**src/rtl/pipe_ctrl_pkg.sv**
```systemverilog
// Shared types and constants for the RISC-32 pipeline hazard controller.
// Contents:
//   state_t     - controller state (RUN, MC_WAIT)
//   STALL_CNT_W - width of the saturating stall-cycle counter
//   src_hit     - helper: one source operand collides with a destination
package pipe_ctrl_pkg;

    typedef enum logic {
        RUN     = 1'b0,
        MC_WAIT = 1'b1
    } state_t;

    localparam int STALL_CNT_W = 16;

    // True when a used source register equals the destination register.
    function automatic logic src_hit(input logic used, input logic [7:0] rs, input logic [7:0] rd);
        return used & (rs == rd);
    endfunction

endpackage

```
**src/rtl/mc_down_counter.sv**
```systemverilog
// Down-counter that times the wait phase of a multi-cycle EX operation.
// Ports:
//   Clk      in   clock
//   Rst_n    in   synchronous active-low reset (counter -> 0)
//   load     in   load load_val (multi-cycle op issues)
//   load_val in   value to load (MC_LAT-1)
//   dec      in   decrement by one (controller waiting)
//   cnt      out  registered count
//   tc       out  terminal count: last wait cycle (cnt == 1)
module mc_down_counter
    import pipe_ctrl_pkg::*;
#(
    parameter int W = 4
) (
    input  logic         Clk,
    input  logic         Rst_n,
    input  logic         load,
    input  logic [W-1:0] load_val,
    input  logic         dec,
    output logic [W-1:0] cnt,
    output logic         tc
);

    logic [W-1:0] cnt_r;

    // Count register: load has priority, decrement stops at zero.
    always_ff @(posedge Clk) begin
        if (!Rst_n) begin
            cnt_r <= {W{1'b0}};
        end else if (load) begin
            cnt_r <= load_val;
        end else if (dec && (cnt_r != {W{1'b0}})) begin
            cnt_r <= cnt_r - {{(W-1){1'b0}}, 1'b1};
        end else begin
            cnt_r <= cnt_r;
        end
    end

    assign cnt = cnt_r;
    assign tc  = (cnt_r == {{(W-1){1'b0}}, 1'b1});

endmodule

```
**src/rtl/pipe_hazard_ctrl.sv**
```systemverilog
// Hazard controller for the 5-stage RISC-32 pipeline (IF, OF, EX, MA, RW).
// Each cycle it decides whether IF/OF and OF/EX load, hold or take a bubble
// and whether the PC advances, covering load-use stalls, taken-branch
// flushes resolved in EX and multi-cycle (mul/div) EX occupancy. A
// saturating counter records cycles in which the PC did not advance.
// Ports:
//   Clk, Rst_n             clock, synchronous active-low reset
//   of_rs1/of_rs2          OF source registers, of_use_rs1/2 their valid bits
//   of_is_mc               OF instruction is multi-cycle
//   ex_is_load, ex_rd      EX instruction is a load, its destination
//   ex_branch_taken        EX resolved a taken branch this cycle
//   pc_en, if_of_en        PC and IF/OF load enables
//   if_of_flush            IF/OF loads a NOP (wins over if_of_en)
//   of_ex_bubble           OF/EX loads a NOP
//   ex_hold                OF/EX and EX state hold
//   ex_ma_bubble           EX/MA loads a NOP
//   mc_busy                waiting on a multi-cycle op
//   stall_cnt              saturating count of cycles with pc_en=0
module pipe_hazard_ctrl
    import pipe_ctrl_pkg::*;
#(
    parameter int REG_AW = 4,
    parameter int MC_LAT = 4
) (
    input  logic                   Clk,
    input  logic                   Rst_n,
    input  logic [REG_AW-1:0]      of_rs1,
    input  logic [REG_AW-1:0]      of_rs2,
    input  logic                   of_use_rs1,
    input  logic                   of_use_rs2,
    input  logic                   of_is_mc,
    input  logic                   ex_is_load,
    input  logic [REG_AW-1:0]      ex_rd,
    input  logic                   ex_branch_taken,
    output logic                   pc_en,
    output logic                   if_of_en,
    output logic                   if_of_flush,
    output logic                   of_ex_bubble,
    output logic                   ex_hold,
    output logic                   ex_ma_bubble,
    output logic                   mc_busy,
    output logic [STALL_CNT_W-1:0] stall_cnt
);

    localparam logic [3:0]             MC_LOAD   = 4'(MC_LAT - 1);
    localparam logic [STALL_CNT_W-1:0] STALL_MAX = {STALL_CNT_W{1'b1}};

    state_t                   state_r;
    logic [STALL_CNT_W-1:0]   stall_cnt_r;
    logic                     lu_s;
    logic                     mc_load_s;
    logic                     mc_dec_s;
    logic                     mc_tc_s;
    logic [3:0]               mc_cnt_s;
    logic [7:0]               rs1_s;
    logic [7:0]               rs2_s;
    logic [7:0]               rd_s;

    assign rs1_s = 8'(of_rs1);
    assign rs2_s = 8'(of_rs2);
    assign rd_s  = 8'(ex_rd);

    // Load-use: the OF instruction needs the value a load in EX is still fetching.
    assign lu_s = ex_is_load & (src_hit(of_use_rs1, rs1_s, rd_s) | src_hit(of_use_rs2, rs2_s, rd_s));

    // A multi-cycle op issues only in RUN when neither a flush nor a stall wins.
    assign mc_load_s = Rst_n & (state_r == RUN) & ~ex_branch_taken & ~lu_s & of_is_mc;
    assign mc_dec_s  = Rst_n & (state_r == MC_WAIT);

    mc_down_counter #(
        .W (4)
    ) u_mc_cnt (
        .Clk      (Clk),
        .Rst_n    (Rst_n),
        .load     (mc_load_s),
        .load_val (MC_LOAD),
        .dec      (mc_dec_s),
        .cnt      (mc_cnt_s),
        .tc       (mc_tc_s)
    );

    // Priority decode of pipeline enables/bubbles from state and current inputs.
    always_comb begin
        pc_en        = 1'b1;
        if_of_en     = 1'b1;
        if_of_flush  = 1'b0;
        of_ex_bubble = 1'b0;
        ex_hold      = 1'b0;
        ex_ma_bubble = 1'b0;
        mc_busy      = 1'b0;
        if (!Rst_n) begin
            pc_en        = 1'b0;
            if_of_en     = 1'b0;
            if_of_flush  = 1'b1;
            of_ex_bubble = 1'b1;
            ex_ma_bubble = 1'b1;
        end else begin
            case (state_r)
                RUN: begin
                    if (ex_branch_taken) begin
                        // Wrong-path OF instruction: squash it regardless of lu/mc.
                        if_of_flush  = 1'b1;
                        of_ex_bubble = 1'b1;
                    end else if (lu_s) begin
                        pc_en        = 1'b0;
                        if_of_en     = 1'b0;
                        of_ex_bubble = 1'b1;
                    end else begin
                        pc_en        = 1'b1;
                    end
                end
                MC_WAIT: begin
                    pc_en        = 1'b0;
                    if_of_en     = 1'b0;
                    ex_hold      = 1'b1;
                    ex_ma_bubble = 1'b1;
                    mc_busy      = 1'b1;
                end
                default: begin
                    pc_en        = 1'b0;
                    if_of_en     = 1'b0;
                    if_of_flush  = 1'b1;
                    of_ex_bubble = 1'b1;
                    ex_ma_bubble = 1'b1;
                end
            endcase
        end
    end

    // Controller FSM: RUN until a multi-cycle op issues, back on terminal count.
    always_ff @(posedge Clk) begin
        if (!Rst_n) begin
            state_r <= RUN;
        end else begin
            case (state_r)
                RUN: begin
                    if (mc_load_s) begin
                        state_r <= MC_WAIT;
                    end else begin
                        state_r <= RUN;
                    end
                end
                MC_WAIT: begin
                    if (mc_tc_s) begin
                        state_r <= RUN;
                    end else begin
                        state_r <= MC_WAIT;
                    end
                end
                default: begin
                    state_r <= RUN;
                end
            endcase
        end
    end

    // Saturating count of cycles in which the PC did not advance.
    always_ff @(posedge Clk) begin
        if (!Rst_n) begin
            stall_cnt_r <= {STALL_CNT_W{1'b0}};
        end else if (!pc_en && (stall_cnt_r != STALL_MAX)) begin
            stall_cnt_r <= stall_cnt_r + {{(STALL_CNT_W-1){1'b0}}, 1'b1};
        end else begin
            stall_cnt_r <= stall_cnt_r;
        end
    end

    assign stall_cnt = stall_cnt_r;

endmodule

```
**config.mk**
```make
export PLATFORM = sky130hd
export DESIGN_NAME = pipe_hazard_ctrl
export DESIGN_NICKNAME = d
export VERILOG_FILES = /design/src/rtl/pipe_ctrl_pkg.sv /design/src/rtl/mc_down_counter.sv /design/src/rtl/pipe_hazard_ctrl.sv
export SDC_FILE = /design/constraint.sdc
export NUM_CORES = 1
export LEC_CHECK = 0
export CAP_MARGIN = 15
export CORE_UTILIZATION = 44
export DETAILED_ROUTE_END_ITERATION = 12
export GPL_ROUTABILITY_DRIVEN = 0
export PLACE_DENSITY = 0.87
export SLEW_MARGIN = 15
export SYNTH_ARGS = -nofsm -noshare
export SYNTH_HDL_FRONTEND = slang
export SYNTH_SLANG_ARGS = --single-unit
```
**constraint.sdc**
```tcl
create_clock -name Clk -period 2.6 [get_ports Clk]
set_clock_uncertainty 0.15 [all_clocks]
set_input_delay 0.39 -clock Clk [delete_from_list [all_inputs] [get_ports Clk]]
set_output_delay 0.39 -clock Clk [all_outputs]
set_load 0.01 [all_outputs]
```
# After elaboration in Yosys (flattened, before gate mapping)
# Index checks and enable logic that the tools add are counted.
# totals
regBits	21
input_bits	19
output_inout_bits	23
# classes
add_sub_neg	2
eq_ne	4
n_mux	19
n_bitwise	13
n_reduce_logical	6
# op_table
op	count
16-bit by 1-bit adder with 16-bit output, second input constant	1
16-bit inequality test, second input constant	1
1-bit two-way mux	15
1-bit AND	8
4-bit == test	2
4-bit by 1-bit == test with 1-bit output, second input constant	1
2-bit two-way mux	2
1-bit inverter	4
1-bit case mux with 2 select lines	2
4-bit nonzero test	1
4-bit by 1-bit subtractor with 4-bit output, second input constant	1
1-bit logical AND	2
2-bit nonzero test	1
2-bit OR reduction	1
1-bit zero test	1
1-bit OR	1

# Longest topological paths before layout
# Gate-level depths: netlist (run 1).
# logic_depth
ltp_word	10
ltp_mapped	8
depth_no_buf	7

# Modules after synthesis
# Synthesis (run 1) repeated with hierarchy kept, for this count alone.
# hier_totals
cells_unflattened	163
hier_area_um2	1303.8
# by_module_without_submodules
module	instances	cells_per_inst	area_each_um2
pipe_hazard_ctrl	1	128	1032.2
mc_down_counter	1	35	271.5

# Worst setup path before layout (run 1)
# OpenSTA, ideal clock, no wires.
# synth_timing
kind	input port to output port
startpoint	input port of_rs1[1]
endpoint	output port pc_en
arrival_time_ps	1376
required_ps	2060
setup_slack_ps	684
path_stages	7
cell_sequence	xnor2_1 -> nand3_1 -> o22ai_1 -> a31oi_1 -> buf_2 -> buf_2 -> buf_4
# synth_via
elab_chain_cells	8
# synth_lines
item	line_no	text
from (decl)	pipe_hazard_ctrl.sv:27	input logic [REG_AW-1:0] of_rs1,
4-bit == test	pipe_ctrl_pkg.sv:17	return used & (rs == rd);
1-bit AND	pipe_ctrl_pkg.sv:17	
1-bit OR	pipe_hazard_ctrl.sv:64	assign lu_s = ex_is_load & (src_hit(of_use_rs1, rs1_s, rd_s) | src_hit(of_use_rs2, rs2_s, rd_s));
1-bit AND	pipe_hazard_ctrl.sv:64	
1-bit two-way mux (2 in series)	n/a	
1-bit case mux with 2 select lines	n/a	
1-bit two-way mux	n/a	
to (decl)	pipe_hazard_ctrl.sv:35	output logic pc_en,
# Every way passes these cells.

# Worst setup path in the final report (run 1)
# layout_timing
startpoint	input port ex_rd[2]
endpoint	output port pc_en
# layout_via
elab_chain_cells	8
# layout_lines
item	line_no	text
from (decl)	pipe_hazard_ctrl.sv:33	input logic [REG_AW-1:0] ex_rd,
4-bit == test	pipe_ctrl_pkg.sv:17	
1-bit AND	pipe_ctrl_pkg.sv:17	
1-bit OR (*)	pipe_hazard_ctrl.sv:64	
1-bit AND (*)	pipe_hazard_ctrl.sv:64	
1-bit two-way mux (*)	pipe_hazard_ctrl.sv:104	end else if (lu_s) begin
1-bit two-way mux (*)	pipe_hazard_ctrl.sv:100	if (ex_branch_taken) begin
1-bit case mux with 2 select lines (*)	pipe_hazard_ctrl.sv:98	case (state_r)
1-bit two-way mux (*)	pipe_hazard_ctrl.sv:91	if (!Rst_n) begin
# Mark *: on every way between the ends. The rest lies on a longest branch, timed or not.

==> load_flow_metrics.sql, run 1 <==
INSERT INTO impl_metrics (metric_group, metric, value, unit) VALUES
('sta', 'max_freq', '0.403', 'GHz'),
('pwr', 'power.static_leakage', '0.579', 'nW'),
('worst_setup_path', 'timing.critical_path.max_delay_family', 'buffers and inverters', ''),
('cells_and_area', 'final_nets', '213', ''),
('route', 'vias', '1231', ''),
('worst_setup_path', 'data_arrival_time_of_the_critical_path', '1.94', 'ns'),
('grt', 'grt_start_max_net_pins', '18', ''),
('logic_synthesis', 'yosys.area_share.xor_xnor', '7.39', '%'),
('placement', 'buffer_ports.inserted', '41', ''),
('floorplan', 'die_y', '53.9', 'um'),
('floorplan', 'fp-row-count', '18', ''),
('logic_synthesis', 'synth_seq_area_share', '35.5', '%'),
('logic_synthesis', 'syn-instance-count', '149', ''),
('worst_setup_path', 'critical_path.reg2reg.endpoint', 'stall_cnt[12]$_SDFFE_PN0P_', ''),
('cells_and_area', 'area.growth.synth_to_final', '40.5', '%'),
('logic_synthesis', 'synth_warnings', '0', ''),
('cells_and_area', 'fillCellCount', '217', ''),
('worst_setup_path', 'timing.setup.critical_path_class', 'in2out', ''),
('cells_and_area', 'layout_common_cells', 'sky130_fd_sc_hd__clkdlybuf4s50_1, sky130_fd_sc_hd__dfxtp_1, sky130_fd_sc_hd__o21ai_0', ''),
('clock_network', 'htree_levels', '1', ''),
('route', 'detailedRoute.firstIterationViolations', '29', ''),
('route', 'drc_errors', '0', ''),
('clock_network', 'cts_tree', 'yes', ''),
('sta', 'layout_worst_path_cycle_share', '95.4', '%'),
('sta', 'post-route-min-period', '2.48', 'ns'),
('clock_network', 'numCtsBuffers', '3', ''),
('worst_setup_path', 'worst_setup_path_start', 'ex_rd[2]', ''),
('placement', 'placement.setup.worst_slack', '-0.262', 'ns'),
('logic_synthesis', 'synth_simple_gate_area_share', '29.7', '%'),
('route', 'detailed_routing_iteration_count_for_the_pre_antenna_repair_pass', '4', ''),
('logic_synthesis', 'synth-compound-area-share', '15.7', '%'),
('pwr', 'p_sw_share', '28.0', '%'),
('cells_and_area', 'num_antenna_cells', '0', ''),
('cells_and_area', 'fraction_of_layout_instances_using_a_drive_strength_above_1', '5.26', '%'),
('pwr', 'internal_power', '0.467', 'mW'),
('status', 'outcome', 'completed', ''),
('sta', 'tightestPinTransition', '0.425', 'ns'),
('logic_synthesis', 'synth_async_sr_flop_share', '0', '%'),
('logic_synthesis', 'synth_cell_types', '29', ''),
('logic_synthesis', 'synth.cell_area', '1180', 'um2'),
('clock_network', 'cts_hold_buf', '0', ''),
('sta', 'setup_viol_count_final', '0', ''),
('grt', 'vias_in_the_first_global_route', '1088', ''),
('floorplan', 'floorplan.die.width', '53.9', 'um'),
('worst_setup_path', 'setup.worst_path.end', 'pc_en', ''),
('clock_network', 'ctsRootBufferMaster', 'sky130_fd_sc_hd__clkbuf_4', ''),
('pwr', 'clock_power_share', '25.4', '%'),
('logic_synthesis', 'synthAdderAreaFrac', '3.17', '%'),
('logic_synthesis', 'synthMuxAreaShare', '3.38', '%'),
('route', 'ant_nets', '0', ''),
('worst_setup_path', 'crit_path_cell_trace', 'clkdlybuf4s50_1 -> xnor2_1 -> nand3_1 -> o22ai_2 -> buf_4 -> a31oi_4 -> dlygate4sd2_1', ''),
('pwr', 'net_switching_power_of_the_design', '0.182', 'mW'),
('pwr', 'seq_power_share', '52.9', '%'),
('worst_setup_path', 'cp.depth', '7', ''),
('sta', 'timing.final.ws_setup', '0.119', 'ns'),
('grt', 'global_route.overflow_total', '0', ''),
('sta', 'number_of_failing_hold_endpoints_at_the_final_stage', '0', ''),
('floorplan', 'die-area', '2900', 'um2'),
('grt', 'grt_antenna_before_repair', '0', ''),
('cells_and_area', 'post-route-util', '66.6', '%'),
('sta', 'unrepaired_setup_endpoints_after_global_routing', 'no', ''),
('worst_setup_path', 'r2r_slack', '0.51', 'ns'),
('placement', 'hpwlAfterDp', '2.20', 'mm'),
('grt', 'grt_pass1_wl', '4.57', 'mm'),
('cells_and_area', 'layout_commonest_cell', 'sky130_fd_sc_hd__clkdlybuf4s50_1', ''),
('logic_synthesis', 'syn_avg_cell_area', '7.95', 'um2'),
('worst_hold_path', 'hold_path_class', 'reg2reg', ''),
('worst_setup_path', 'cp-end-kind', 'output pin', ''),
('sta', 'drv_slew', '0', ''),
('route', 'drt-vias-per-instance', '5.60', ''),
('grt', 'grt_use_total', '21.9', '%');
==> flip-flops by register name (all words and copies together), names as in the netlist <==
signal        count
stall_cnt        16
u_mc_cnt.cnt      4
state_r           1
==> metal layers <==
metal | track usage, % | vias to the layer above | routed length [um]
li1 | - | 618 | -
met1 | 24.4 | 568 | 1190
met2 | 38.9 | 41 | 1460
met3 | 5.65 | 4 | 175
met4 | 9.21 | 0 | 29
met5 | 0 | - | 0
==> power by group through the flow <==
stage / registers [mW] / clock network [mW] / logic (mW)
6_report: 0.343 / 0.165 / 0.141
5_1_grt: 0.345 / 0.179 / 0.154
4_1_cts: 0.343 / 0.168 / 0.141
3_5_place_dp: 0.350 / 0 / 0.140
3_3_place_gp: 0.349 / 0 / 0.134
2_1_floorplan: 0.349 / 0 / 0.0694
==> synthesized netlist by cell type, drive strengths merged (2+ instances only) <==
cell type | n | share of area [%]
mux2i | 4 | 3.4
dfxtp | 21 | 35
inv | 5 | 1.6
nor4 | 2 | 1.1
o21ai | 15 | 6.3
or3 | 9 | 4.8
xnor2 | 10 | 7.4
and3 | 7 | 3.7
nor3 | 2 | 0.84
nand3 | 9 | 3.8
ha | 3 | 3.2
nand2b | 8 | 4.2
nand4 | 5 | 2.6
a21oi | 13 | 5.5
nor2 | 3 | 0.95
nand2 | 14 | 4.4
o311ai | 2 | 1.5
clkbuf | 2 | 0.63
buf | 6 | 3.0
==> cells by family after synthesis <==
family,count (synthesis)
AND/OR/NAND/NOR,64
flip-flops,21
AO/OA/AOI/OAI,34
buffers and inverters,13
XOR/XNOR,10
multiplexers,4
adder cells (fa/ha/maj),3
==> area by class of cell <==
cell class | instances | area, um2 | area share, %
Clock buffer | 3 | 22.5 | 1.35
Tap cell | 30 | 37.5 | 2.25
Clock inverter | 1 | 5.00 | 0.301
Inverter | 5 | 18.8 | 1.13
Multi-Input combinational cell | 115 | 724 | 43.5
Sequential cell | 21 | 420 | 25.2
Timing Repair Buffer | 45 | 437 | 26.2
==> what timing repair did <==
| item | 4_1_cts | 5_1_grt |
|---|---|---|
| pin swaps | 2 | 1 |
| buffers inserted | 0 | 1 |
| endpoints found under the setup margin | 3 | 1 |
| gates cloned | 0 | 0 |
| resized for setup | 5 | 0 |
==> worst min-delay path: stages, from the launching register on <==
cell and delay, ns:
sky130_fd_sc_hd__dfxtp_1 0.35, sky130_fd_sc_hd__o21ai_0 0.08, sky130_fd_sc_hd__a21oi_1 0.06
==> worst min-delay path by stage <==
| stage | start | endpoint | slack, ns | cells after the start |
|---|---|---|---|---|
| final | stall_cnt[14]$_SDFFE_PN0P_ | stall_cnt[14]$_SDFFE_PN0P_ | 0.36 | 2 |
| after global routing | stall_cnt[10]$_SDFFE_PN0P_ | stall_cnt[10]$_SDFFE_PN0P_ | 0.39 | 2 |
| after CTS | stall_cnt[14]$_SDFFE_PN0P_ | stall_cnt[14]$_SDFFE_PN0P_ | 0.37 | 2 |
| after detailed placement | stall_cnt[14]$_SDFFE_PN0P_ | stall_cnt[14]$_SDFFE_PN0P_ | 0.35 | 2 |
| after global placement | stall_cnt[7]$_SDFFE_PN0P_ | stall_cnt[7]$_SDFFE_PN0P_ | 0.32 | 2 |
| after floorplan | stall_cnt[7]$_SDFFE_PN0P_ | stall_cnt[7]$_SDFFE_PN0P_ | 0.35 | 2 |
==> per-stage QoR <==
| stage | cell area (um2) | power (mW) | TNS (ns) | hold slack (ns) | instances |
|---|---|---|---|---|---|
| after floorplan | 1180 | 0.419 | 0 | 0.348 | 149 |
| after global placement | 1620 | 0.483 | -0.332 | 0.322 | 215 |
| after detailed placement | 1620 | 0.490 | -1.22 | 0.350 | 215 |
| after CTS | 1660 | 0.652 | 0 | 0.366 | 219 |
| after global routing | 1670 | 0.678 | 0 | 0.388 | 220 |
| final | 1670 | 0.649 | 0 | 0.364 | 220 |
No activity file was read; power rests on OpenSTA's default activity.
==> run 2, diff against run 1 <==
CTS_BUF_LIST = sky130_fd_sc_hd__clkbuf_4 sky130_fd_sc_hd__clkbuf_8 sky130_fd_sc_hd__clkbuf_16   (was not set)
HOLD_SLACK_MARGIN = 0.03   (was not set)
SLEW_MARGIN = 20   (was 15)
==> results of run 2 <==
No change in the layout: final DEF, timing and power equal those of run 1.
==> run 3, diff against run 2 <==
--- a/config.mk
+++ b/config.mk
@@ -10,2 +10,3 @@
 export CTS_BUF_LIST = sky130_fd_sc_hd__clkbuf_4 sky130_fd_sc_hd__clkbuf_8 sky130_fd_sc_hd__clkbuf_16
+export CTS_CLUSTER_SIZE = 12
 export DETAILED_ROUTE_END_ITERATION = 12
--- a/constraint.sdc
+++ b/constraint.sdc
@@ -4,2 +4,2 @@
 set_output_delay 0.39 -clock Clk [all_outputs]
-set_load 0.01 [all_outputs]
+set_load 0.02 [all_outputs]
==> load_flow_metrics.sql, run 3 (synthesis results as in run 1) <==
INSERT INTO impl_metrics (metric_group, metric, value, unit) VALUES
('grt', 'grt_start_max_net_pins', '18', ''),
('pwr', 'net_switching_power_of_the_design', '0.187', 'mW'),
('grt', 'vias_in_the_first_global_route', '1088', ''),
('grt', 'global_route.overflow_total', '0', ''),
('floorplan', 'die_y', '53.9', 'um'),
('route', 'vias', '1230', ''),
('clock_network', 'cts_tree', 'yes', ''),
('grt', 'global_route.usage.met3', '5.65', '%'),
('placement', 'placedCellCount', '215', ''),
('floorplan', 'die-area', '2900', 'um2'),
('floorplan', 'initial_core_util', '47.4', '%'),
('grt', 'grt_antenna_before_repair', '0', ''),
('sta', 'max_freq', '0.395', 'GHz'),
('status', 'outcome', 'completed', ''),
('clock_network', 'clk_path_buf_depth', '2', ''),
('cells_and_area', 'layout_common_cells', 'sky130_fd_sc_hd__clkdlybuf4s50_1, sky130_fd_sc_hd__dfxtp_1, sky130_fd_sc_hd__nand2_1, sky130_fd_sc_hd__o21ai_0, sky130_fd_sc_hd__a21oi_1', ''),
('floorplan', 'fp-row-count', '18', ''),
('worst_hold_path', 'hold_start', 'stall_cnt[3]$_SDFFE_PN0P_', ''),
('clock_network', 'cts_num_sinks', '21', ''),
('route', 'drt-vias-per-instance', '5.62', ''),
('pwr', 'internal_power', '0.466', 'mW'),
('worst_setup_path', 'data_arrival_time_of_the_critical_path', '1.99', 'ns'),
('grt', 'gr-max-usage-layer', 'met2', ''),
('pwr', 'p_sw_share', '28.7', '%'),
('placement', 'buffer_ports.inserted', '41', ''),
('floorplan', 'design.core.area', '2500', 'um2'),
('clock_network', 'htree_levels', '1', ''),
('run', 'max_cap_viol_count', '0', ''),
('cells_and_area', 'largest_register_ffs', '16', ''),
('clock_network', 'ctsRootBufferMaster', 'sky130_fd_sc_hd__clkbuf_4', ''),
('worst_setup_path', 'timing.setup.critical_path_class', 'in2out', ''),
('floorplan', 'num_io_pins', '42', ''),
('route', 'detailed_routing_iteration_count_for_the_pre_antenna_repair_pass', '4', ''),
('worst_setup_path', 'required', '2.06', 'ns'),
('pwr', 'power_per_standard_cell_area', '395', 'nW/um2'),
('sta', 'drv_slew', '0', ''),
('worst_setup_path', 'regToRegStartpoint', 'stall_cnt[0]$_SDFFE_PN0P_', ''),
('route', 'drc_errors', '0', ''),
('worst_hold_path', 'hold_path_class', 'reg2reg', ''),
('grt', 'globalRouteMet2Util', '37.7', '%'),
('grt', 'grt_use_total', '21.9', '%'),
('clock_network', 'post_cts_buffers', '0', ''),
('cells_and_area', 'area.growth.synth_to_final', '39.4', '%'),
('cells_and_area', 'final_nets', '212', ''),
('clock_network', 'numCtsBuffers', '3', ''),
('pwr', 'power.static_leakage', '0.574', 'nW'),
('route', 'ant_nets', '0', ''),
('pwr', 'clock_power_share', '24.8', '%'),
('grt', 'met1_usage', '25.6', '%'),
('cells_and_area', 'num_antenna_cells', '0', ''),
('grt', 'grt_pass1_wl', '4.58', 'mm'),
('cells_and_area', 'layout_commonest_cell', 'sky130_fd_sc_hd__clkdlybuf4s50_1', ''),
('sta', 'number_of_failing_hold_endpoints_at_the_final_stage', '0', ''),
('cells_and_area', 'finished_layout_cells', '219', ''),
('floorplan', 'floorplan.die.width', '53.9', 'um'),
('route', 'detailedRoute.firstIterationViolations', '16', ''),
('pwr', 'seq_power_share', '52.5', '%'),
('sta', 'layout_worst_path_cycle_share', '97.4', '%'),
('worst_setup_path', 'worst_setup_path_start', 'ex_rd[2]', ''),
('clock_network', 'cts_hold_buf', '0', ''),
('worst_setup_path', 'worstPathMaxFanout', '7', ''),
('route', 'routed_wire_length_per_instance', '13.0', 'um'),
('clock_network', 'worst_setup_hold_path_clk_slew', '0.12', 'ns'),
('placement', 'hpwlAfterDp', '2.19', 'mm'),
('sta', 'tightestPinTransition', '0.430', 'ns'),
('cells_and_area', 'post-route-util', '66.1', '%'),
('worst_setup_path', 'cp-end-kind', 'output pin', ''),
('route', 'wirelength', '2.84', 'mm'),
('sta', 'post-route-min-period', '2.53', 'ns'),
('sta', 'setup_viol_count_final', '0', ''),
('sta', 'totalNegativeSetupSlack', '0', 'ns'),
('clock_network', 'clk-insertion-delay-late', '0.31', 'ns'),
('pwr', 'ir_drop', '389', 'uV'),
('sta', 'unrepaired_setup_endpoints_after_global_routing', 'no', ''),
('worst_setup_path', 'startpoint_type', 'primary input', ''),
('sta', 'slew_headroom', '71.3', '%'),
('pwr', 'comb_power_share', '22.7', '%'),
('cells_and_area', 'fraction_of_layout_instances_using_a_drive_strength_above_1', '5.29', '%');
[run 3: cell count changes in the layout (fill, tap and decap cells not counted)]
| cell | change |
|---|---|
| sky130_fd_sc_hd__buf_4 | -1 |
| sky130_fd_sc_hd__a31oi_2 | +1 |
| sky130_fd_sc_hd__dlygate4sd2_1 | -1 |
| sky130_fd_sc_hd__a31oi_4 | -1 |
| sky130_fd_sc_hd__o21ai_0 | -1 |
| sky130_fd_sc_hd__clkdlybuf4s15_2 | +1 |
| sky130_fd_sc_hd__o21ai_1 | +1 |
[run 3: cell type report]
| cell class | instances | area (um2) |
|---|---|---|
| repair buffers | 44 | 432 |
| multi-input cells | 115 | 716 |
| well taps | 30 | 37.5 |
| fillers | 213 | 848 |
| flip-flops and latches | 21 | 420 |
| clock buffers | 3 | 22.5 |
| inverters | 5 | 18.8 |
| clock inverters | 1 | 5.00 |
[run 3: power groups by stage]
| stage | registers [mW] | clock network, mW | logic [mW] |
|---|---|---|---|
| after floorplan | 0.352 | 0 | 0.0760 |
| after global placement | 0.349 | 0 | 0.143 |
| after detailed placement | 0.350 | 0 | 0.149 |
| after CTS | 0.343 | 0.166 | 0.149 |
| after global routing | 0.346 | 0.177 | 0.160 |
| final | 0.343 | 0.162 | 0.148 |
[run 3: through the flow]
step | hold slack (ns) | total power [mW] | worst slack (ns) | cell area, um2
2_1_floorplan | 0.375 | 0.428 | 0.627 | 1180
3_3_place_gp | 0.322 | 0.492 | -0.171 | 1620
3_5_place_dp | 0.345 | 0.500 | -0.338 | 1620
4_1_cts | 0.363 | 0.658 | 0.0474 | 1650
5_1_grt | 0.391 | 0.682 | 0.00472 | 1650
6_report | 0.363 | 0.653 | 0.0684 | 1650
[run 3: what timing repair did]
action / in CTS / in global routing
pin swaps: 1 / 0
gates resized for setup: 7 / 1
setup endpoints to repair: 3 / 1
[run 3: per-layer routing]
layer / vias to the layer above / routed length [um]
met5: - / 0
met3: 5 / 190
li1: 619 / -
met2: 39 / 1400
met1: 567 / 1200
met4: 0 / 44
[run 3: worst paths after layout]
path / end / slack [ns] / cells past startpoint
min: stall_cnt[3]$_SDFFE_PN0P_ / 0.36 / 2
max: pc_en / 0.07 / 6
max reg2reg: stall_cnt[12]$_SDFFE_PN0P_ / 0.51 / 7
min reg2reg: stall_cnt[3]$_SDFFE_PN0P_ / 0.36 / 2
[run 3: worst max-delay path, stage by stage]
cell                              delay (ns)
sky130_fd_sc_hd__clkdlybuf4s50_1        0.53
sky130_fd_sc_hd__xnor2_1                0.15
sky130_fd_sc_hd__nand3_1                0.12
sky130_fd_sc_hd__o22ai_2                0.23
sky130_fd_sc_hd__a31oi_2                0.20
sky130_fd_sc_hd__dlygate4sd2_1          0.37
